===== src/rtl/feed_pkg.sv =====
// Shared constants for the feed cycle controller: FSM state codes and cam angles.
package feed_pkg;

  typedef logic [2:0] state_t;

  localparam state_t ST_IDLE    = 3'd0;
  localparam state_t ST_ARMED   = 3'd1;
  localparam state_t ST_RUNNING = 3'd2;
  localparam state_t ST_COAST   = 3'd3;
  localparam state_t ST_ERROR   = 3'd4;

  localparam int REST_ANGLE     = 315;
  localparam int PRE_REST_ANGLE = REST_ANGLE - 1;
  localparam int LP_ANGLE_A     = 75;
  localparam int LP_ANGLE_B     = 195;
  localparam int LP_ANGLE_C     = 315;
  localparam int CONT_WRAP      = 359;

endpackage


===== src/rtl/cam_event_det.sv =====
// Decodes shaft angles into the latch-point and about-to-rest (completion) events.
module cam_event_det
  import feed_pkg::*;
(
  input  int   cont_angle,
  input  int   clch_angle,
  input  logic sync_mode,
  output logic lp,
  output logic pre_rest
);

  logic clch_at_rest;
  logic cont_at_lp;

  assign clch_at_rest = (clch_angle == REST_ANGLE);
  // Synchronous mode only engages in phase with the continuous shaft's rest angle.
  assign cont_at_lp   = (cont_angle == LP_ANGLE_C) ||
                        (!sync_mode && ((cont_angle == LP_ANGLE_A) || (cont_angle == LP_ANGLE_B)));
  assign lp           = clch_at_rest && cont_at_lp;
  assign pre_rest     = (clch_angle == PRE_REST_ANGLE);

endmodule


===== src/rtl/feed_cycle_ctrl.sv =====
// Feed cycle controller: commands the clutch latch, counts completed clutched
// revolutions and flags clutches that fail to engage in time.
module feed_cycle_ctrl
  import feed_pkg::*;
#(
  parameter int CNT_W        = 16,
  parameter int MAX_WAIT_REV = 2
) (
  input  logic             clk,
  input  logic             rst,
  input  logic             power,
  input  int               cont_angle,
  input  int               clch_angle,
  input  logic             sync_mode,
  input  logic             feed_req,
  input  logic             stop_req,
  output logic             clch_latch,
  output logic             busy,
  output logic             cycle_done,
  output logic [CNT_W-1:0] cycle_count,
  output logic             feed_err
);

  localparam int REV_W = (MAX_WAIT_REV > 1) ? $clog2(MAX_WAIT_REV) : 1;

  state_t             state_q, state_d;
  logic               latch_q, latch_d;
  logic               done_q, done_d;
  logic               err_q, err_d;
  logic [CNT_W-1:0]   cnt_q, cnt_d;
  logic [REV_W-1:0]   rev_q, rev_d;

  logic lp, pre_rest, complete, clch_at_rest;

  cam_event_det u_det (
    .cont_angle (cont_angle),
    .clch_angle (clch_angle),
    .sync_mode  (sync_mode),
    .lp         (lp),
    .pre_rest   (pre_rest)
  );

  assign clch_at_rest = (clch_angle == REST_ANGLE);
  assign complete     = pre_rest && power && ((state_q == ST_RUNNING) || (state_q == ST_COAST));

  always_comb begin
    state_d = state_q;
    latch_d = latch_q;
    rev_d   = rev_q;
    err_d   = err_q;
    done_d  = complete;
    cnt_d   = complete ? cnt_q + CNT_W'(1) : cnt_q;
    case (state_q)
      ST_IDLE: begin
        latch_d = 1'b0;
        if (feed_req && !stop_req) begin
          state_d = ST_ARMED;
          latch_d = 1'b1;
          rev_d   = '0;
        end
      end
      ST_ARMED: begin
        if (stop_req && clch_at_rest) begin
          state_d = ST_IDLE;
          latch_d = 1'b0;
        end else if (!clch_at_rest) begin
          state_d = ST_RUNNING;
        end else if (power && (cont_angle == CONT_WRAP)) begin
          if (rev_q == REV_W'(MAX_WAIT_REV - 1)) begin
            state_d = ST_ERROR;
            latch_d = 1'b0;
            err_d   = 1'b1;
          end else begin
            rev_d = rev_q + REV_W'(1);
          end
        end
      end
      ST_RUNNING: begin
        // Dropping the latch on the completing edge leaves the clutch at rest, so skip COAST.
        if (!feed_req || stop_req) begin
          latch_d = 1'b0;
          state_d = complete ? ST_IDLE : ST_COAST;
        end
      end
      ST_COAST: begin
        latch_d = 1'b0;
        if (complete) state_d = ST_IDLE;
      end
      ST_ERROR: begin
        latch_d = 1'b0;
        err_d   = 1'b1;
      end
      default: begin
        state_d = ST_IDLE;
        latch_d = 1'b0;
      end
    endcase
  end

  always_ff @(posedge clk) begin
    if (rst) begin
      state_q <= ST_IDLE;
      latch_q <= 1'b0;
      done_q  <= 1'b0;
      err_q   <= 1'b0;
      cnt_q   <= '0;
      rev_q   <= '0;
    end else begin
      state_q <= state_d;
      latch_q <= latch_d;
      done_q  <= done_d;
      err_q   <= err_d;
      cnt_q   <= cnt_d;
      rev_q   <= rev_d;
    end
  end

  assign clch_latch  = latch_q;
  assign busy        = (state_q != ST_IDLE);
  assign cycle_done  = done_q;
  assign cycle_count = cnt_q;
  assign feed_err    = err_q;

endmodule


===== config.mk =====
export PLATFORM = sky130hd
export DESIGN_NAME = feed_cycle_ctrl
export DESIGN_NICKNAME = d
export VERILOG_FILES = /design/src/rtl/feed_pkg.sv /design/src/rtl/cam_event_det.sv /design/src/rtl/feed_cycle_ctrl.sv
export SDC_FILE = /design/constraint.sdc
export NUM_CORES = 1
export LEC_CHECK = 0
export CAP_MARGIN = 10
export CELL_PAD_IN_SITES_DETAIL_PLACEMENT = 2
export CELL_PAD_IN_SITES_GLOBAL_PLACEMENT = 2
export CORE_MARGIN = 2
export CORE_UTILIZATION = 17
export CTS_BUF_LIST = sky130_fd_sc_hd__clkbuf_4 sky130_fd_sc_hd__clkbuf_8
export DETAILED_ROUTE_END_ITERATION = 10
export GPL_ROUTABILITY_DRIVEN = 0
export PLACE_DENSITY = 0.82
export SLEW_MARGIN = 0
export SYNTH_ARGS = -nofsm -noshare
export SYNTH_HDL_FRONTEND = slang
export SYNTH_SLANG_ARGS = --single-unit

===== constraint.sdc =====
create_clock -name clk -period 1.8 [get_ports clk]
set_input_delay 0.18 -clock clk [delete_from_list [all_inputs] [get_ports clk]]
set_output_delay 0.18 -clock clk [all_outputs]
set_load 0.05 [all_outputs]

==> results_dict.tcl, run 1 <==
set metrics [dict create \
    crit_type "input port to flop" \
    clock_sinks 23 \
    avgSynthCellArea_um2 8.57 \
    syn2layout_area_growth_pct 93.5 \
    ys_ff_latch 23 \
    synth-edff-count 0 \
    ctsHoldBuffers 0 \
    grt_max_degree 14 \
    ys_seq_area_share_pct 33.8 \
    synthSimpleGateAreaFrac_pct 42.5 \
    p_leak_nw 1.02 \
    place_inst 360 \
    drive_above_1_share_pct 33.0 \
    drv_slew 0 \
    ys_types 44 \
    dpl.hpwl_mm 4.37 \
    stdcell_count 372 \
    coreArea_um2 7730 \
    portBuffers 88 \
    grt_pass1_wl_mm 8.84 \
    ff2ff_path_depth 6 \
    final_util_pct 34.1 \
    dpl_cell_area_um2 2470 \
    synth_compound_area_share_pct 11.2 \
    dieArea_um2 8750 \
    setup_violations 0 \
    synth_top_family_by_area "simple AND/OR/NAND/NOR gates" \
    fmaxAchievable_ghz 0.561 \
    slew-limit-headroom_pct 65.4 \
    final_cell_mix "clkdlybuf4s50_1, buf_4, nor2_1" \
    wirelength_mm 5.62 \
    yosys.area_share.adder_pct 0.918 \
    grt_usage_pct 12.8 \
    num_vias 1670 \
    cp.required_ps 2000 \
    dr.first_iter.drc_count 24 \
    clk_pin_slew_ps 90 \
    routed_via_density 4.49 \
    antenna_found_initial 0 \
    cts-root-buf "clkbuf_8" \
    final-hold-violation-count 0 \
    postLayoutCellArea_um2 2640 \
    initial_core_util_pct 17.6 \
    synth_nets 230 \
    syn_inst 159 \
    synthMuxAreaShare_pct 3.21 \
    wl_per_cell_um 15.1 \
    io-pin-count 90 \
    cts_tree "yes" \
    fin_nets 342 \
    hold_depth 2 \
    async_flop_share_pct 0 \
    synth_xor_area_share_pct 3.86 \
    yosysWarnings 0 \
    rsz0062_at_grt "true" \
    outcome "finished, final reports clean" \
    cts-htree-levels 1 \
    crit_path_max_fanout 4 \
    num_rows 32 \
    final_common_cell "clkdlybuf4s50_1" \
    route.detailed.drc 0 \
    antennaDiodeCount 0 \
    fin_crit_sh_pct 99.0 \
    grt_pass1_vias 1935 \
    hp-class "flop to flop" \
    dr.pass1.iters 3 \
    cts.path.max_buffers 2 \
    tightest_slew_ps 518 \
    finClkSkew_ps 2.34 \
    die_h_um 93.5 \
    start_kind "input port" \
    ant_nets 0 \
    max_cap_viol_count 0 \
    numCtsBuffers 3 \
    insertion_delay_ps 260 \
    syn_area_um2 1360 \
    synth_ff_type "dfxtp_1" \
    ir_drop_v 0.000158 \
    p_per_area_nw_per_um2 426 \
    period_needed_ps 1780 \
    die_width_um 93.5 \
    crit_path_end_kind "flop" \
    cp_data_arrival_time_ps 1980 \
    grt_overflow 0 \
]
[cell type report]
class                      instances  area [um^2]
clock buffer                       3         41.3
clock inverter                     1         5.00
fill                             852         5090
inverter                           9         33.8
multi-input combinational        123          981
sequential                        23          473
tap                              102          128
timing repair buffer             111          975
[flip-flops by register name, summed over array words and instances (netlist names)]
| name | cells |
|---|---|
| clch_latch | 1 |
| cycle_count | 16 |
| cycle_done | 1 |
| feed_err | 1 |
| rev_q | 1 |
| state_q | 3 |
[Yosys cell counts (2+ instances only)]
library cell   n  area share, %
dfxtp_1       23             34
nor2_1        15            4.1
a21oi_1       14            5.1
nor4_1        12            5.5
inv_1          9            2.5
nand3_1        9            3.3
nor3_1         6            2.2
nand2_1        5            1.4
o21ai_0        5            1.8
or3_1          5            2.3
xnor2_1        5            3.2
nor4_2         4            3.7
and2_1         3            1.4
mux2_2         3            2.5
nand2b_1       3            1.4
nand4_1        3            1.4
nor2b_1        3            1.4
a21o_1         2            1.1
and3_1         2           0.92
and4bb_2       2            1.8
clkbuf_1       2           0.55
nand3b_1       2            1.1
[where the power goes]
part	internal [mW]	total [mW]	switching [mW]
clock network	0.155	0.330	0.176
logic	0.157	0.267	0.111
registers	0.516	0.527	0.0110
[what timing repair did]
item | in CTS | in global routing
buffers inserted | 4 | 5
setup endpoints to repair | 14 | 7
pin swaps | 13 | 13
cloned | 1 | 0
resized for setup | 69 | 41
[critical path, stage by stage]
cell,delay [ps]
dlygate4sd2_1,190
and4bb_2,260
nand4_4,120
or4_4,580
buf_6,140
or3_4,380
a21oi_2,130
[cells by family after synthesis]
kind of cell    Yosys count
xor+xnor                  6
buf+inv                  14
simple gates             85
mux                       4
compound gates           26
fa+ha+maj                 1
flops                    23
[metrics by stage]
stage               hold WS, ps  setup TNS, ps  total power, mW  worst slack [ps]
detailed placement          462          -7740            0.821              -593
floorplan                   432           -405            0.625             -79.0
CTS                         465          -68.7             1.14             -39.7
global route                473          -73.6             1.20             -38.2
global placement            444          -6350            0.812              -538
finish                      467              0             1.12              18.5
[per-layer routing]
layer  up-vias  routed length (um)  GRT usage (%)
met5         -                   0              0
met4         0                  35           3.92
met3         2                 368           3.71
met2        53                3000           23.8
met1       804                2210           13.8
li1        811                   -              -
[final timing paths]
| check | slack [ps] | startpoint | to |
|---|---|---|---|
| worst max-delay path | 20 | clch_angle[5] | cycle_count[6] |
| worst min register to register | 470 | feed_err | feed_err |
| worst min-delay path | 470 | feed_err | feed_err |
| worst max register to register | 30 | cycle_count[6] | cycle_count[14] |
No activity file was read; power rests on OpenSTA's default activity.
==> run 2, diff against run 1 <==
- REMOVE_ABC_BUFFERS: not set -> 1
==> run 2 against run 1 <==
Against the previous run:
- critical path depth did not move
- first-iteration DRC count down 38%
- total power up 0.64%
- maximum frequency up 0.80%
- worst hold slack worse by 6.1 ps
- wire length increased by 1.0%
- register-to-register slack better by 50 ps
- combinational power about the same
- utilization down 0.24 points
- sequential share of layout area decreased by 0.30 points
- largest power group unchanged
==> results_dict.tcl, run 2 (synthesis results as in run 1) <==
set metrics [dict create \
    outcome "finished, final reports clean" \
    dpl_worst_slack_ps -606 \
    ant_nets 0 \
    numCtsBuffers 3 \
    r2r_start "state_q[2]" \
    fin_ws_ps 32.7 \
    largest_register_ffs 16 \
    drv_slew 0 \
    cts-root-buf "clkbuf_8" \
    fin_nets 343 \
    cp.buffers_inverters 2 \
    drive_above_1_share_pct 24.0 \
    wl_per_cell_um 15.2 \
    cts_tree "yes" \
    routed_via_density 4.42 \
    antennaDiodeCount 0 \
    dr.pass1.iters 4 \
    max_cap_viol_count 0 \
    grt_pass1_wl_mm 9.05 \
    grt_overflow 0 \
    num_rows 32 \
    crit_path_cell_trace "clkdlybuf4s15_1 > nor4_2 > nand4_2 > or4_4 > buf_6 > or3_4 > a21oi_2" \
    rsz0062_at_grt "true" \
    p_leak_nw 0.998 \
    grt_usage_pct 12.9 \
    portBuffers 88 \
    crit_path_end_kind "flop" \
    cts.path.max_buffers 2 \
    fmaxAchievable_ghz 0.566 \
    dr.first_iter.drc_count 15 \
    initial_core_util_pct 17.6 \
    start_kind "input port" \
    io-pin-count 90 \
    fin_crit_sh_pct 98.2 \
    clock_sinks 23 \
    cts-htree-levels 1 \
    cp.required_ps 2010 \
    crit_type "input port to flop" \
    route.detailed.drc 0 \
    slowest_delay_ps 510 \
    hp-start "feed_err" \
    syn2layout_area_growth_pct 92.1 \
    p_per_area_nw_per_um2 432 \
    cp_data_arrival_time_ps 1970 \
    crit_family "simple AND/OR/NAND/NOR gates" \
    cp_slowest_cell "or4_4" \
    dieArea_um2 8750 \
    worstSetupStartpoint "clch_angle[31]" \
    fin_hold_ws_ps 460 \
    p_total_mw 1.13 \
    period_needed_ps 1770 \
    setup_violations 0 \
    die_width_um 93.5 \
    coreArea_um2 7730 \
    tightest_slew_ps 503 \
    final-hold-violation-count 0 \
    die_h_um 93.5 \
    finClkSkew_ps 2.33 \
    slew-limit-headroom_pct 66.3 \
    final_common_cell "clkdlybuf4s50_1" \
    clk_pin_slew_ps 80 \
    num_vias 1648 \
    crit_path_max_fanout 7 \
    antenna_found_initial 0 \
    grt_pass1_vias 1852 \
    grt_max_degree 13 \
    dpl.hpwl_mm 4.78 \
    ir_drop_v 0.000176 \
    wirelength_mm 5.67 \
    final_cell_mix "clkdlybuf4s50_1, buf_4, dfxtp_1" \
    final_util_pct 33.9 \
    hp-class "flop to flop" \
    insertion_delay_ps 260 \
]
==> run 2: power by group <==
part	total (mW)	switching [mW]	internal, mW
logic	0.270	0.110	0.161
registers	0.523	0.00799	0.515
clock network	0.338	0.165	0.173
==> run 2: final timing paths <==
path,end,slack (ps),depth (start not counted)
min reg2reg,feed_err,460,2
max reg2reg,cycle_count[14],80,6
min,feed_err,460,2
max,cycle_count[6],30,7
==> run 2: final cells by class <==
cell class              instances  area [um^2]
multi-input cells             122          921
inverters                       9         33.8
repair buffers                113         1020
clock buffers                   4         48.8
well taps                     102          128
flip-flops and latches         23          462
fillers                       879         5110
==> run 2: worst reg2reg max path, stage by stage (launching register included) <==
cell	delay, ps
dfxtp_2	340
nand4bb_1	200
or3_4	380
nor4_2	160
buf_4	180
nand3_1	80
mux2_2	280
==> run 2: routing by layer <==
layer	global-route usage, %	share of wire, %	vias to the layer above
met5	0	0	-
met4	2.08	0.99	0
met3	2.58	3.3	4
met2	24.6	55	32
met1	14.9	41	796
li1	-	-	816
==> run 2: metrics by stage <==
stage | std cells | setup TNS, ps | instance area [um^2]
floorplan | 154 | -1600 | 1340
global placement | 365 | -7600 | 2490
detailed placement | 365 | -8690 | 2490
CTS | 369 | 0 | 2540
global route | 373 | -12.2 | 2620
finish | 373 | 0 | 2620
==> run 2: what timing repair did <==
action                     CTS  global route
hold buffers                 0             0
setup endpoints to repair   15            14
pin swaps                   18            16
resized for setup           42            29
buffers inserted             0             4
